$ cat config.mk
export PLATFORM = sky130hd
export DESIGN_NAME = dac_serial_tx
export DESIGN_NICKNAME = d
export VERILOG_FILES = /design/src/rtl/dac_serial_tx.sv
export SDC_FILE = /design/constraint.sdc
export NUM_CORES = 1
export LEC_CHECK = 0
export BUFFER_PORTS_ARGS = -buffer_cell sky130_fd_sc_hd__buf_2
export CAP_MARGIN = 20
export CELL_PAD_IN_SITES_DETAIL_PLACEMENT = 0
export CELL_PAD_IN_SITES_GLOBAL_PLACEMENT = 2
export CORE_MARGIN = 1
export CORE_UTILIZATION = 30
export DETAILED_ROUTE_END_ITERATION = 12
export GPL_TIMING_DRIVEN = 0
export PLACE_DENSITY = 0.77
export SLEW_MARGIN = 20
export SYNTH_ARGS = -nofsm -noshare
export SYNTH_HDL_FRONTEND = slang
export SYNTH_SLANG_ARGS = --single-unit
$ cat constraint.sdc
create_clock -name clk -period 2.6 [get_ports clk]
set_clock_uncertainty 0.1 [all_clocks]
set_input_delay 0.52 -clock clk [delete_from_list [all_inputs] [get_ports clk]]
set_output_delay 0.52 -clock clk [all_outputs]
set_load 0.02 [all_outputs]
$ cat src/rtl/dac_serial_tx.sv
// Serial DAC transmitter: one 16-bit {CTRL, sample, 0000} frame per accepted sample.
// Optional DAC_DROP_CNT_EN adds a saturating count of refused-sample cycles.
module dac_serial_tx #(
   parameter int unsigned CLK_DIV = 4,
   parameter logic [3:0]  CTRL    = 4'b0100,
   parameter int unsigned GAP     = 4
) (
   input  logic       clk,
   input  logic       rst,
   input  logic [7:0] din,
   input  logic       din_valid,
   output logic       din_ready,
   output logic       dac_cs_n,
   output logic       dac_sclk,
   output logic       dac_din,
   output logic       busy
`ifdef DAC_DROP_CNT_EN
   ,
   output logic [7:0] drop_cnt
`endif
);

   typedef enum logic [1:0] {
      S_IDLE,
      S_SHIFT,
      S_END,
      S_GAP
   } state_t;

   localparam logic [7:0] CD_M1  = 8'(CLK_DIV - 1);
   localparam logic [7:0] GAP_M1 = 8'(GAP - 1);

   state_t      state_q;
   logic [15:0] frame_q;
   logic [15:0] frame_d;
   logic [3:0]  bit_q;
   logic [3:0]  bit_d;
   logic [7:0]  ph_q;
   logic [7:0]  ph_d;
   logic        cs_n_q;
   logic        sclk_q;
   logic        dout_q;
   logic        busy_q;

   assign frame_d   = {CTRL, din, 4'b0000};
   assign bit_d     = bit_q - 4'd1;
   assign ph_d      = ph_q + 8'd1;
   assign din_ready = (state_q == S_IDLE) & ~rst;
   assign dac_cs_n  = cs_n_q;
   assign dac_sclk  = sclk_q;
   assign dac_din   = dout_q;
   assign busy      = busy_q;

   always_ff @(posedge clk) begin
      if (rst) begin
         state_q <= S_IDLE;
         frame_q <= '0;
         bit_q   <= '0;
         ph_q    <= '0;
         cs_n_q  <= 1'b1;
         sclk_q  <= 1'b0;
         dout_q  <= 1'b0;
         busy_q  <= 1'b0;
      end else begin
         unique case (state_q)
            S_IDLE: begin
               if (din_valid) begin
                  frame_q <= frame_d;
                  bit_q   <= 4'd15;
                  ph_q    <= '0;
                  state_q <= S_SHIFT;
                  cs_n_q  <= 1'b0;
                  sclk_q  <= 1'b0;
                  dout_q  <= frame_d[15];
                  busy_q  <= 1'b1;
               end
            end
            S_SHIFT: begin
               if (ph_q == CD_M1) begin
                  ph_q <= '0;
                  if (!sclk_q) begin
                     sclk_q <= 1'b1;
                  end else begin
                     // falling edge: advance data so it settles before the next rise
                     sclk_q <= 1'b0;
                     if (bit_q == 4'd0) begin
                        state_q <= S_END;
                     end else begin
                        bit_q  <= bit_d;
                        dout_q <= frame_q[bit_d];
                     end
                  end
               end else begin
                  ph_q <= ph_d;
               end
            end
            S_END: begin
               if (ph_q == CD_M1) begin
                  ph_q    <= '0;
                  cs_n_q  <= 1'b1;
                  dout_q  <= 1'b0;
                  state_q <= S_GAP;
               end else begin
                  ph_q <= ph_d;
               end
            end
            S_GAP: begin
               if (ph_q == GAP_M1) begin
                  ph_q    <= '0;
                  state_q <= S_IDLE;
                  busy_q  <= 1'b0;
               end else begin
                  ph_q <= ph_d;
               end
            end
            default: state_q <= S_IDLE;
         endcase
      end
   end

`ifdef DAC_DROP_CNT_EN
   logic [7:0] drop_q;

   assign drop_cnt = drop_q;

   always_ff @(posedge clk) begin
      if (rst) begin
         drop_q <= '0;
      end else if (din_valid && !din_ready && drop_q != 8'hFF) begin
         drop_q <= drop_q + 8'd1;
      end
   end
`endif

endmodule

## Yosys cells after proc, flatten, opt, wreduce, memory -nomap -nowiden

Cells that the tools add are included.

- Bits in registers: 27
- Bits of input ports: 11
- Output and inout port bits: 5
- Logic and storage cells: 68

- Add/subtract/negate cells: 2
- Magnitude comparators: 1
- Equality and inequality tests: 11
- Multiplexer cells: 30
- Bitwise gates (word level): 2
- Reduce and logical (&&, ||, !) cells: 14

Operators by type and width:

| cell | number |
|---|---|
| $mux 4 | 4 |
| $mux 8 | 2 |
| $pmux 8 s2 | 1 |
| $ne 2x2->1 const B | 7 |
| $mux 2 | 6 |
| $reduce_and 6->1 | 2 |
| $mux 1 | 10 |
| $reduce_and 3->1 | 3 |
| $add 8x1->8 const B | 1 |
| $eq 8x2->1 const B | 1 |
| $pmux 2 s4 | 1 |
| $pmux 4 s2 | 1 |
| $pmux 1 s2 | 3 |
| $reduce_bool 2->1 | 3 |
| $lt 4x5->1 const B | 1 |
| $reduce_and 5->1 | 1 |
| $bmux 1 s4 | 1 |
| $eq 2x2->1 const B | 2 |
| $logic_not 4->1 | 1 |
| $sub 4x1->4 const B | 1 |
| $pmux 1 s3 | 1 |
| $reduce_bool 3->1 | 1 |
| $reduce_or 3->1 | 1 |
| $eq 2x1->1 const B | 1 |
| other kinds (4) | 4 |

## Logic depth before layout (Yosys ltp)

- Depth in word-level cells: 7
- Mapped depth: 7
- Depth with buffers taken out: 6

## Worst setup path before layout

No wires, ideal clock.

- Path kind: register -> register
- Start point: register state_q[0]
- End point: register ph_q[7]
- Setup time: 0.070 ns
- Arrival: 1.947 ns
- Data required time: 2.430 ns
- Setup slack: 0.483 ns
- Stages on the path, launching flop included: 8
- Buffers on the path: 1
- Period minus slack after synthesis: 2.117 ns
- Path through: dfxtp_1 inv_1 ha_1 nor2b_4 buf_6 or4b_4 or3_1 a21oi_1

- Cells in the longest elaborated chain, start to end: 3
- Elaborated cells between the ends (all ways): 7
- Those cells by class: 4 x eq/ne; 1 x mux; 2 x reduce/logical

RTL lines:

| element | RTL line | RTL |
|---|---|---|
| start: declaration | 33 | `state_t state_q;` |
| start signal: assignment | 56 | `state_q <= S_IDLE;` |
| start signal: assignment | 71 | `state_q <= S_SHIFT;` |
| start signal: assignment | 87 | `state_q <= S_END;` |
| $eq 2x2->1 / $eq 2x1->1 (equally long branches) | 65 | `unique case (state_q)` |
| $reduce_or 3->1 (no line) | n/a |  |
| $pmux 8 s2 | 65 |  |
| end signal: assignment | 94 | `ph_q <= ph_d;` |
| end signal: assignment | 104 | `ph_q <= ph_d;` |
| end signal: assignment | 113 | `ph_q <= ph_d;` |
| end: declaration | 38 | `logic [7:0] ph_q;` |

Parallel ways exist; a longest one is shown, timed or not.
A chain may end at the register's enable or synchronous reset.

## Worst setup path in the final report

Ends and elaborated chain as after synthesis.

==> qor.yml <==
sta:
  hold_violations: 0
  tightestPinTransition_ns: 0.809
  hold_ws_ns: 0.360
  timing.slew.headroom: 0.457
  period_share: 0.878
  slew_viol_final: 0
  setup-tns-final_ns: 0
  min_period_ns: 2.28
  timing.fmax_mhz: 438
  rsz0062_at_grt: "false"
  setup_violations: 0
critical_path:
  r2r_start: "state_q[0]"
  path_class: "reg -> reg"
  r2r_setup_slack_ns: 0.32
  arrival_ns: 2.39
  reg2reg_depth: 7
  crit_required_ns: 2.71
  critPathMaxFanout: 9
  timing.rr.end: "ph_q[7]"
  critPathCaptureType: "register"
  start_kind: "register"
placed_design:
  numPortBuffers: 15
  hpwl_mm: 2.44
  dp.cells: 255
  place_congestion: 0.785
  placed_area_sq_um: 1640
power:
  p_leak_nw: 0.632
  total_power_mw: 1.64
  powerDensity_nw_per_um2: 972
  peakVddDrop_v: 0.000249
route:
  ant_nets: 0
  wl_per_cell_um: 12.5
  drc_errors: 0
  firstDrtPassIters: 4
  drt_iter0_markers: 78
  viasPerCell: 4.85
  wirelength_mm: 3.24
  vias: 1257
grt:
  grt_pass1_vias: 1236
  grt_max_degree: 17
  grt.overflow.total: 0
  antenna_found_initial: 0
  grt_pass1_wl_mm: 5.62
  track_usage: 0.138
clocking:
  cts-buffers-inserted: 3
  htree_levels: 1
  cts.clk_slew.worst_paths_ns: 0.11
  clk_latency_ns: 0.28
  cts-hold-fix-buffers: 0
  cts-root-buf: "clkbuf_8"
  post_cts_buffers: 0
  ctsResizeCount: 0
  cts_tree: "yes"
  cts.sinks: 27
  cts_buffer_depth: 2
die:
  die_x_um: 72.1
  die_h_um: 72.1
  rows: 25
  core_sq_um: 4720
  start_util: 0.312
  dieArea_sq_um: 5190
  io_pins: 16
final_layout:
  final_area_sq_um: 1690
  fin_cells: 259
  multiInputGateArea_sq_um: 882
  diodes: 0
  final_nets: 211
  drive_gt1_frac: 0.161
  fillers: 511
  area_growth_pct: 14.5
  seqCellArea_sq_um: 541
worst_hold_path:
  hold_path_end: "frame_q[10]"
  hold_class: "in -> reg"
  worstHoldPathCells: 3
  hold_path_startpoint: "din[6]"
job:
  maxCapViolCount: 0
yosys:
  yosysWarnings: 0
  synthTopCellsByArea: "dfxtp_1 (37%), nand2_1 (6.6%), a21oi_1 (6.5%)"
  synth.net_count: 191
  synthArstFlopShare: 0
  seq_area_frac_synth: 0.367
  synthCells: 173
  synth.avg_cell_area_sq_um: 8.51
  synth_edf_count: 0
  synth-main-ff-cell: "dfxtp_1"
  yosysTopAreaCell: "dfxtp_1"
  ys_seq_elements: 27
  syn_area_sq_um: 1470
  ys_types: 45
  netlist.area_leader.share: 0.367
run_status:
  status: "finished clean"
## worst max-delay path, stage by stage (launching register included)
cell     delay, ns
dfxtp_1       0.39
inv_1         0.10
ha_1          0.30
nor2b_4       0.16
buf_6         0.13
or4b_4        0.56
or3_1         0.36
a21oi_1       0.13
## worst max path at each step
stage / startpoint / endpoint / slack (ns)
after global routing: state_q[0] / ph_q[7] / 0.17
after CTS: state_q[0] / ph_q[7] / 0.30
after global placement: ph_q[0] / bit_q[3] / -0.03
after detailed placement: state_q[0] / ph_q[7] / 0.32
after floorplan: state_q[0] / ph_q[7] / 0.48
final: state_q[0] / ph_q[7] / 0.32
## cells by family after synthesis
kind of cell               Yosys count  synth area share
AOI/OAI and AO/OA                   43             0.201
adders and majority gates            7            0.0595
and+or+nand+nor                     74             0.262
buffers and inverters               13            0.0382
DFF                                 27             0.367
muxes                                3            0.0374
xor gates and xnor gates             6            0.0357
## flip-flops by register name (all words and copies together), names as in the netlist
signal	count
dac_sclk	1
ph_q	8
state_q	2
frame_q	9
dac_cs_n	1
dac_din	1
bit_q	4
busy	1
## routing by layer
| layer | wire length [um] | track usage | vias to the layer above |
|---|---|---|---|
| li1 | - | - | 654 |
| met3 | 71 | 0.0250 | 6 |
| met1 | 1700 | 0.184 | 579 |
| met4 | 63 | 0.0610 | 0 |
| met5 | 0 | 0 | - |
| met2 | 1410 | 0.218 | 18 |
## cells in the final DEF, fill, tap and decap left out, types with 2 or more instances in the layout
master	Yosys	final
dfxtp_1	27	27
nand2_1	26	26
a21oi_1	19	19
nor2_1	16	16
buf_2	0	15
inv_1	7	7
ha_1	7	7
o21ai_0	6	6
nor3_1	5	5
clkbuf_1	4	4
nand4_1	4	4
xor2_1	4	4
nand3_1	3	3
clkbuf_8	0	3
nor2b_1	2	2
and2_1	2	2
nand2b_1	2	2
or4b_4	2	2
or3_1	2	2
a211oi_1	2	2
o211ai_1	2	2
xnor2_1	2	2
a21boi_0	2	2
nor4_1	2	2
mux4_2	2	2
## layout make-up
class	instances	area share
repair buffers	15	0.0445
multi-input cells	133	0.523
flip-flops and latches	27	0.320
clock inverters	1	0.00445
well taps	67	0.0497
inverters	7	0.0156
clock buffers	3	0.0245
plain buffers	6	0.0178
## per-stage QoR
step | worst slack (ns) | util
floorplan | 0.483 | -
global placement | -0.0256 | 0.345
detailed placement | 0.321 | 0.347
CTS | 0.300 | 0.357
global route | 0.172 | 0.357
finish | 0.317 | 0.357
## where the power goes
group	internal, mW	switching (mW)	total, mW
registers	0.497	0.0860	0.583
logic	0.347	0.460	0.807
clock network	0.109	0.141	0.250
## cell usage after synthesis (2+ instances only)
cell	number
nand4_1	4
a211oi_1	2
nand3_1	3
nor4b_1	2
xnor2_1	2
or4b_4	2
xor2_1	4
nor3_1	5
and2_1	2
a21oi_1	19
nand2_1	26
ha_1	7
dfxtp_1	27
o21ai_0	6
nor2b_1	2
nand2b_1	2
inv_1	7
nor2_1	16
o211ai_1	2
a21boi_0	2
mux4_2	2
clkbuf_1	4
or3_1	2
nor4_1	2
(Power assumes the default switching activity.)
